===== src/rtl/sad_lane_engine.sv =====
// Pipelined N-lane sum-of-absolute-differences engine with running-minimum tracking.
// S1 = per-lane |frame-window|, S2 = adder tree, S3 = saturating block accumulator + best match.
module sad_lane_engine #(
  parameter int LANES = 4,
  parameter int PIX_W = 8,
  parameter int ACC_W = 32,
  parameter int TAG_W = 32
) (
  input  logic                     Clk,
  input  logic                     Reset,
  input  logic                     in_valid,
  input  logic                     in_last,
  input  logic [LANES*PIX_W-1:0]   frame_pix,
  input  logic [LANES*PIX_W-1:0]   window_pix,
  input  logic [TAG_W-1:0]         in_tag,
  input  logic                     min_clear,
  output logic                     sad_valid,
  output logic [ACC_W-1:0]         sad_value,
  output logic [TAG_W-1:0]         sad_tag,
  output logic [ACC_W-1:0]         min_value,
  output logic [TAG_W-1:0]         min_tag,
  output logic                     min_updated,
  output logic                     busy
);

  localparam int SUM_W = PIX_W + $clog2(LANES);
  localparam int EXT_W = ACC_W + 1;

  logic [PIX_W-1:0] diff_d [LANES];
  logic [PIX_W-1:0] diff_q [LANES];
  logic             s1_valid_q, s1_last_q;
  logic [TAG_W-1:0] s1_tag_q;

  logic [SUM_W-1:0] sum_d, s2_sum_q;
  logic             s2_valid_q, s2_last_q;
  logic [TAG_W-1:0] s2_tag_q;

  logic [ACC_W-1:0] acc_q;
  logic             open_q;
  logic [EXT_W-1:0] acc_ext;
  logic [ACC_W-1:0] acc_sat;

  logic             sad_valid_q, min_updated_q;
  logic [ACC_W-1:0] sad_value_q, min_value_q;
  logic [TAG_W-1:0] sad_tag_q, min_tag_q;

  always_comb begin
    for (int i = 0; i < LANES; i++) begin
      diff_d[i] = (frame_pix[i*PIX_W +: PIX_W] > window_pix[i*PIX_W +: PIX_W])
                ? frame_pix[i*PIX_W +: PIX_W] - window_pix[i*PIX_W +: PIX_W]
                : window_pix[i*PIX_W +: PIX_W] - frame_pix[i*PIX_W +: PIX_W];
    end
  end

  always_comb begin
    sum_d = '0;
    for (int i = 0; i < LANES; i++) begin
      sum_d = sum_d + SUM_W'(diff_q[i]);
    end
  end

  // One extra bit catches the carry; a saturated acc stays pinned at all ones.
  always_comb begin
    acc_ext = {1'b0, acc_q} + EXT_W'(s2_sum_q);
    acc_sat = acc_ext[ACC_W] ? {ACC_W{1'b1}} : acc_ext[ACC_W-1:0];
  end

  always_ff @(posedge Clk or negedge Reset) begin
    if (!Reset) begin
      for (int i = 0; i < LANES; i++) diff_q[i] <= '0;
      s1_valid_q <= 1'b0;
      s1_last_q  <= 1'b0;
      s1_tag_q   <= '0;
      s2_sum_q   <= '0;
      s2_valid_q <= 1'b0;
      s2_last_q  <= 1'b0;
      s2_tag_q   <= '0;
    end else begin
      for (int i = 0; i < LANES; i++) diff_q[i] <= diff_d[i];
      s1_valid_q <= in_valid;
      s1_last_q  <= in_valid & in_last;
      if (in_valid && in_last) s1_tag_q <= in_tag;
      s2_sum_q   <= sum_d;
      s2_valid_q <= s1_valid_q;
      s2_last_q  <= s1_last_q;
      s2_tag_q   <= s1_tag_q;
    end
  end

  always_ff @(posedge Clk or negedge Reset) begin
    if (!Reset) begin
      acc_q         <= '0;
      open_q        <= 1'b0;
      sad_valid_q   <= 1'b0;
      sad_value_q   <= '0;
      sad_tag_q     <= '0;
      min_value_q   <= '1;
      min_tag_q     <= '0;
      min_updated_q <= 1'b0;
    end else begin
      sad_valid_q   <= 1'b0;
      min_updated_q <= 1'b0;
      if (s2_valid_q) begin
        if (s2_last_q) begin
          acc_q       <= '0;
          open_q      <= 1'b0;
          sad_valid_q <= 1'b1;
          sad_value_q <= acc_sat;
          sad_tag_q   <= s2_tag_q;
          // Strict compare keeps the earlier tag on ties; clear forces adoption.
          if (min_clear || (acc_sat < min_value_q)) begin
            min_value_q   <= acc_sat;
            min_tag_q     <= s2_tag_q;
            min_updated_q <= 1'b1;
          end
        end else begin
          acc_q  <= acc_sat;
          open_q <= 1'b1;
        end
      end
      if (min_clear && !(s2_valid_q && s2_last_q)) begin
        min_value_q <= '1;
        min_tag_q   <= '0;
      end
    end
  end

  assign sad_valid   = sad_valid_q;
  assign sad_value   = sad_value_q;
  assign sad_tag     = sad_tag_q;
  assign min_value   = min_value_q;
  assign min_tag     = min_tag_q;
  assign min_updated = min_updated_q;
  assign busy        = s1_valid_q | s2_valid_q | open_q;

endmodule


===== config.mk =====
export PLATFORM = sky130hd
export DESIGN_NAME = sad_lane_engine
export DESIGN_NICKNAME = d
export VERILOG_FILES = /design/src/rtl/sad_lane_engine.sv
export SDC_FILE = /design/constraint.sdc
export NUM_CORES = 1
export LEC_CHECK = 0
export BUFFER_PORTS_ARGS = -buffer_cell sky130_fd_sc_hd__buf_4
export CAP_MARGIN = 15
export CORE_ASPECT_RATIO = 0.9
export CORE_MARGIN = 2
export CORE_UTILIZATION = 52
export CTS_BUF_LIST = sky130_fd_sc_hd__clkbuf_16
export DETAILED_ROUTE_END_ITERATION = 7
export GPL_ROUTABILITY_DRIVEN = 0
export PLACE_DENSITY = 0.77
export REMOVE_ABC_BUFFERS = 1
export SYNTH_ARGS = -nofsm -noshare
export SYNTH_HDL_FRONTEND = slang
export SYNTH_SLANG_ARGS = --single-unit

===== constraint.sdc =====
create_clock -name Clk -period 4.2 [get_ports Clk]
set_clock_uncertainty 0.05 [all_clocks]
set_input_delay 0 -clock Clk [delete_from_list [all_inputs] [get_ports Clk]]
set_output_delay 0 -clock Clk [all_outputs]
set_load 0.05 [all_outputs]

Yosys cells after proc, flatten, opt, wreduce, memory -nomap -nowiden
Index checks and enable logic that the tools add are counted.
Widths: inputs -> output; s select.
{ "word_totals": {"reg_bits": 273, "input_bits": 101, "word_cells": 69} }
{ "op_classes": {"addsub": 12, "n_lt_le_gt_ge": 5, "n_mux": 20, "n_bitwise": 3, "reduce_logical": 10} }
{ "ops": {"columns": ["cell", "count"], "rows": [
  ["$mux 32", 10],
  ["$sub 8x8->8", 8],
  ["$add 32x10->33", 1],
  ["$gt 8x8->1", 4],
  ["$lt 32x32->1", 1],
  ["$mux 8", 4],
  ["$add 10x8->10", 1],
  ["$add 9x8->10", 1],
  ["$add 8x8->9", 1],
  ["$mux 1", 6],
  ["$reduce_bool 2->1", 3],
  ["$logic_and 1x1->1", 3],
  ["$reduce_and 3->1", 1],
  ["$or 1x1->1", 2],
  ["$reduce_and 2->1", 1],
  ["$and 1x1->1", 1],
  ["$logic_not 1->1", 1],
  ["$logic_or 1x1->1", 1]
]} }

Depth between registers and ports, before layout
{ "logic_depth": {"depth_word": 8, "depth_mapped": 21, "ltp_nobuf": 20} }

Worst setup path before layout
Ideal clock, no wire load.
{ "synth_timing": {"path_kind": "register -> register", "start": "register acc_q[0]", "end": "register min_tag_q[10] (netlist: min_tag[10])", "arrival_ns": 4.337, "setup_slack_ns": -0.308, "stages_incl_launch_ff": 21, "synth_period_minus_slack_ns": 4.508, "path_cell_list": "dfrtp_1 > ha_1 > fa_1 > a21o_1 > a221oi_1 > a21o_1 > or3_1 > clkbuf_1 > buf_2 > nand2_1 > ha_1 > a2111oi_0 > o21ai_0 > a221oi_1 > o21ai_0 > a21oi_1 > a21oi_1 > or2_1 > buf_4 > buf_4 > a22o_1"} }
{ "synth_between": {"elab_chain_len": 6} }
{ "synth_lines": {"columns": ["element", "line", "rtl"], "rows": [
  ["from (decl)", "38", "logic [ACC_W-1:0] acc_q;"],
  ["from (signal assigned)", "117", "acc_q <= acc_sat;"],
  ["$add 32x10->33", "64", "acc_ext = {1'b0, acc_q} + EXT_W'(s2_sum_q);"],
  ["$mux 32", "65", "acc_sat = acc_ext[ACC_W] ? {ACC_W{1'b1}} : acc_ext[ACC_W-1:0];"],
  ["named net acc_sat[27]", "41", "logic [ACC_W-1:0] acc_sat;"],
  ["$lt 32x32->1", "111", "if (min_clear || (acc_sat < min_value_q)) begin"],
  ["$logic_or 1x1->1", "111", null],
  ["$reduce_bool 2->1 (no line)", null, null],
  ["$reduce_and 3->1 (no line)", null, null],
  ["to (signal assigned)", "113", "min_tag_q <= s2_tag_q;"],
  ["to (decl)", "45", "logic [TAG_W-1:0] sad_tag_q, min_tag_q;"]
]} }
The timed path passes the listed nets, and every way through them passes these cells.
A chain may end at the register's enable or synchronous reset.

Worst setup path in the final report
{ "layout_timing": {"start": "register acc_q[2]", "end": "register min_tag_q[17] (netlist: min_tag[17])"} }
The elaborated chain is that of the path after synthesis.

==> metrics <==
vias in the first global route=12.2k; Ys Warns=0; final hold violation count=0; Yosys top cell area share=42.1%; worst slew pin tran=0.971 ns; via count=12.2k; Tmin final=4.59 ns; Starting Density=53.0%; FF+latch count, synth=273; path depth of the worst reg2reg path=19; Total GRT Usage=26.6%; Worst-Skew Late Latency=0.54 ns; area of the multi-input gates=0.00715 sq mm; crit-path max FO=13; number of remaining DRC errors=0; area leader, netlist=dfrtp_1; Distinct cells, synth=69; clock power share=21.2%; mean post-synth cell area=10.9 sq um; fmax=218 MHz; switching share of power=38.9%; status=complete, but fails checks; htree depth=1; Starting DRT DRC Count=1092; antenna cell count=0; Critical Setup Path Class=reg -> reg; setup TNS=-21.36 ns; CP max stage cell=dfrtp_1; Die Ht=161 um; row cnt=57; Place WS=-0.419 ns; Synth area leaders=dfrtp_1 (42%), ha_1 (9.6%), dfstp_2 (5.9%); CP top delay family=compound AO/OA/AOI/OAI gates; FF+latch area=0.00687 sq mm; R2R Setup Slk=-0.39 ns; asr flop ratio synth=100%; combinational fraction of design power=49.2%; pwr/cell area=594 mW/mm^2; violated checks=negative setup slack; final worst slack=-0.393 ns; critical path cell sequence=ha_4 -> o211a_1 -> a211oi_2 -> o31a_1 -> nor3_4 -> nand3_2 -> xor2_2 -> nand2_2 -> ha_4 -> a2111oi_2 -> o21ai_1 -> a221oi_2 -> o21ai_1 -> a21oi_2 -> nor2_1 -> or3_4 -> inv_8 -> buf_12 -> a22o_1; DR pass1 iterations=5; placed cells=1968; EDFF count, synth=0; startpoint types=flip-flop; gr ovfl total=0; Slew Viols, Final=0; register clock-pin slew on the reported worst setup and hold paths=0.07 ns; Seq/Total Area, Yosys=48.0%; Synth Cell Area=0.0143 sq mm; peak supply drop=0.415 mV; worst reg2reg path endpoint=min_tag[17]; deepest clock path buffer count=3; clk root buf=clkbuf_16; pin count of the biggest net entering global routing=121; detailed placement HPWL=25.2 mm; Syn Inst Count=1318; Pleak=0.0100 uW; PortBufs=231; filler instances=1636; CP peak stage delay=0.41 ns; final setup fails=65; die width=179 um; TritonCTS Buffers=27; Critical Path RT=4.61 ns; final worst-path cycle share=109%; CTS tree=built; critical path capture point type=flip-flop; Critical R2R Launch=acc_q[2]; initial antenna violation count=0; CORE AREA=0.0270 sq mm; Sequential Power Share=29.6%; P_int=7280 uW; Max Cap Viol=0; count leader, synth=dfrtp_1; die area=0.0289 sq mm; total wire length=41.5 mm; Routed WL per cell=19.4 um; P_sw=4640 uW; RSZ-0062 raised after global routing=yes; crit path DAT=5.00 ns; predominant post-synthesis flop cell=dfrtp_1; synth cell count leaders=dfrtp_1 (241), inv_1 (180), ha_1 (110), o21ai_0 (74), mux2_2 (68); fin cells=2142; Max-slew headroom=35.3%; WP buf/inv=2; DRT antenna net count=0; IO Pins=232; Layout area overhead=40.3%; proportion of layout cells with a drive suffix above 1=35.1%; Hold WC Path Type=in -> async; first-pass GRT wire length=61.9 mm; Avg Vias per Cell=5.70; layout net count=2005; clk sink count=273
worst max path at each step:
stage / start / endpoint / slack, ns / cells past startpoint
floorplan: acc_q[0] / min_tag[0] / -1.01 / 17
global placement: s2_sum_q[0] / min_tag[20] / -0.34 / 20
detailed placement: acc_q[0] / min_tag[18] / -0.42 / 20
CTS: acc_q[0] / min_tag[17] / -0.17 / 21
global route: acc_q[2] / min_value[21] / -0.52 / 19
finish: acc_q[2] / min_tag[17] / -0.39 / 19
what timing repair did:
item                                    in CTS  in global routing
endpoints found under the setup margin      65                 65
hold buffers                                95                  0
resized for setup                           74                 66
pin swaps                                   22                 27
hold endpoints to repair                   181                  0
buffers inserted                             8                 14
cloned                                       3                  6
kinds of logic (layout without fill, tap and decap cells):
family | count (synthesis) | in the layout | synth area share, %
flip-flops | 273 | 273 | 48.0
XOR/XNOR | 44 | 44 | 2.69
buffers and inverters | 228 | 698 | 6.47
adder cells (fa/ha/maj) | 135 | 135 | 13.1
AND/OR/NAND/NOR | 225 | 225 | 7.92
AO/OA/AOI/OAI | 317 | 317 | 14.5
multiplexers | 96 | 96 | 7.31
sequential cells by signal (all words and copies together) (netlist names), 10 cells and up:
signal and flops:
sad_value 32, min_tag 32, s2_tag_q 32, s2_sum_q 10, diff_q 32, sad_tag 32, acc_q 32, min_value 32
s1_tag_q 32
power by group through the flow:
stage / registers [uW] / clock network [uW] / logic, uW
floorplan: 4260 / 0 / 2390
global placement: 3520 / 0 / 4910
detailed placement: 3540 / 0 / 5030
CTS: 3510 / 2530 / 5520
global route: 3590 / 2640 / 6360
finish: 3530 / 2520 / 5870
layout make-up:
class / count / share of cell area, %
Multi-Input combinational cell: 817 / 35.6
Sequential cell: 273 / 34.2
Timing Repair Buffer: 468 / 20.0
Inverter: 182 / 3.44
Clock buffer: 27 / 3.36
Tap cell: 354 / 2.21
Clock inverter: 21 / 1.16
cells in the final DEF, fill, tap and decap left out, types with 28 or more instances in the layout:
| cell type | synthesis | final |
|---|---|---|
| inv_1 | 180 | 179 |
| nand2_1 | 67 | 60 |
| ha_1 | 110 | 92 |
| o22ai_1 | 30 | 29 |
| mux2i_1 | 28 | 28 |
| mux2_2 | 68 | 68 |
| buf_4 | 4 | 349 |
| dfstp_2 | 32 | 32 |
| nor2_1 | 55 | 43 |
| o21ai_0 | 74 | 65 |
| a21oi_1 | 64 | 58 |
| clkbuf_16 | 0 | 32 |
| a22o_1 | 32 | 31 |
| dfrtp_1 | 241 | 240 |
| dlygate4sd3_1 | 0 | 95 |
metrics by stage:
| stage | util (%) | cell area [sq um] | hold slack, ns | power, uW |
|---|---|---|---|---|
| floorplan | - | 14100 | -0.346 | 6650 |
| global placement | 63.5 | 17200 | 0.0868 | 8440 |
| detailed placement | 63.5 | 17200 | 0.0912 | 8570 |
| CTS | 72.1 | 19500 | 0.00489 | 11600 |
| global route | 74.3 | 20100 | 0.0412 | 12600 |
| finish | 74.3 | 20100 | 0.0251 | 11900 |
metal layers:
layer / wire length [um] / GRT usage (%)
met5: 0 / 0
met4: 1900 / 8.72
met3: 2360 / 3.13
met2: 20500 / 45.7
met1: 16700 / 35.1
No activity file was read; power rests on OpenSTA's default activity.
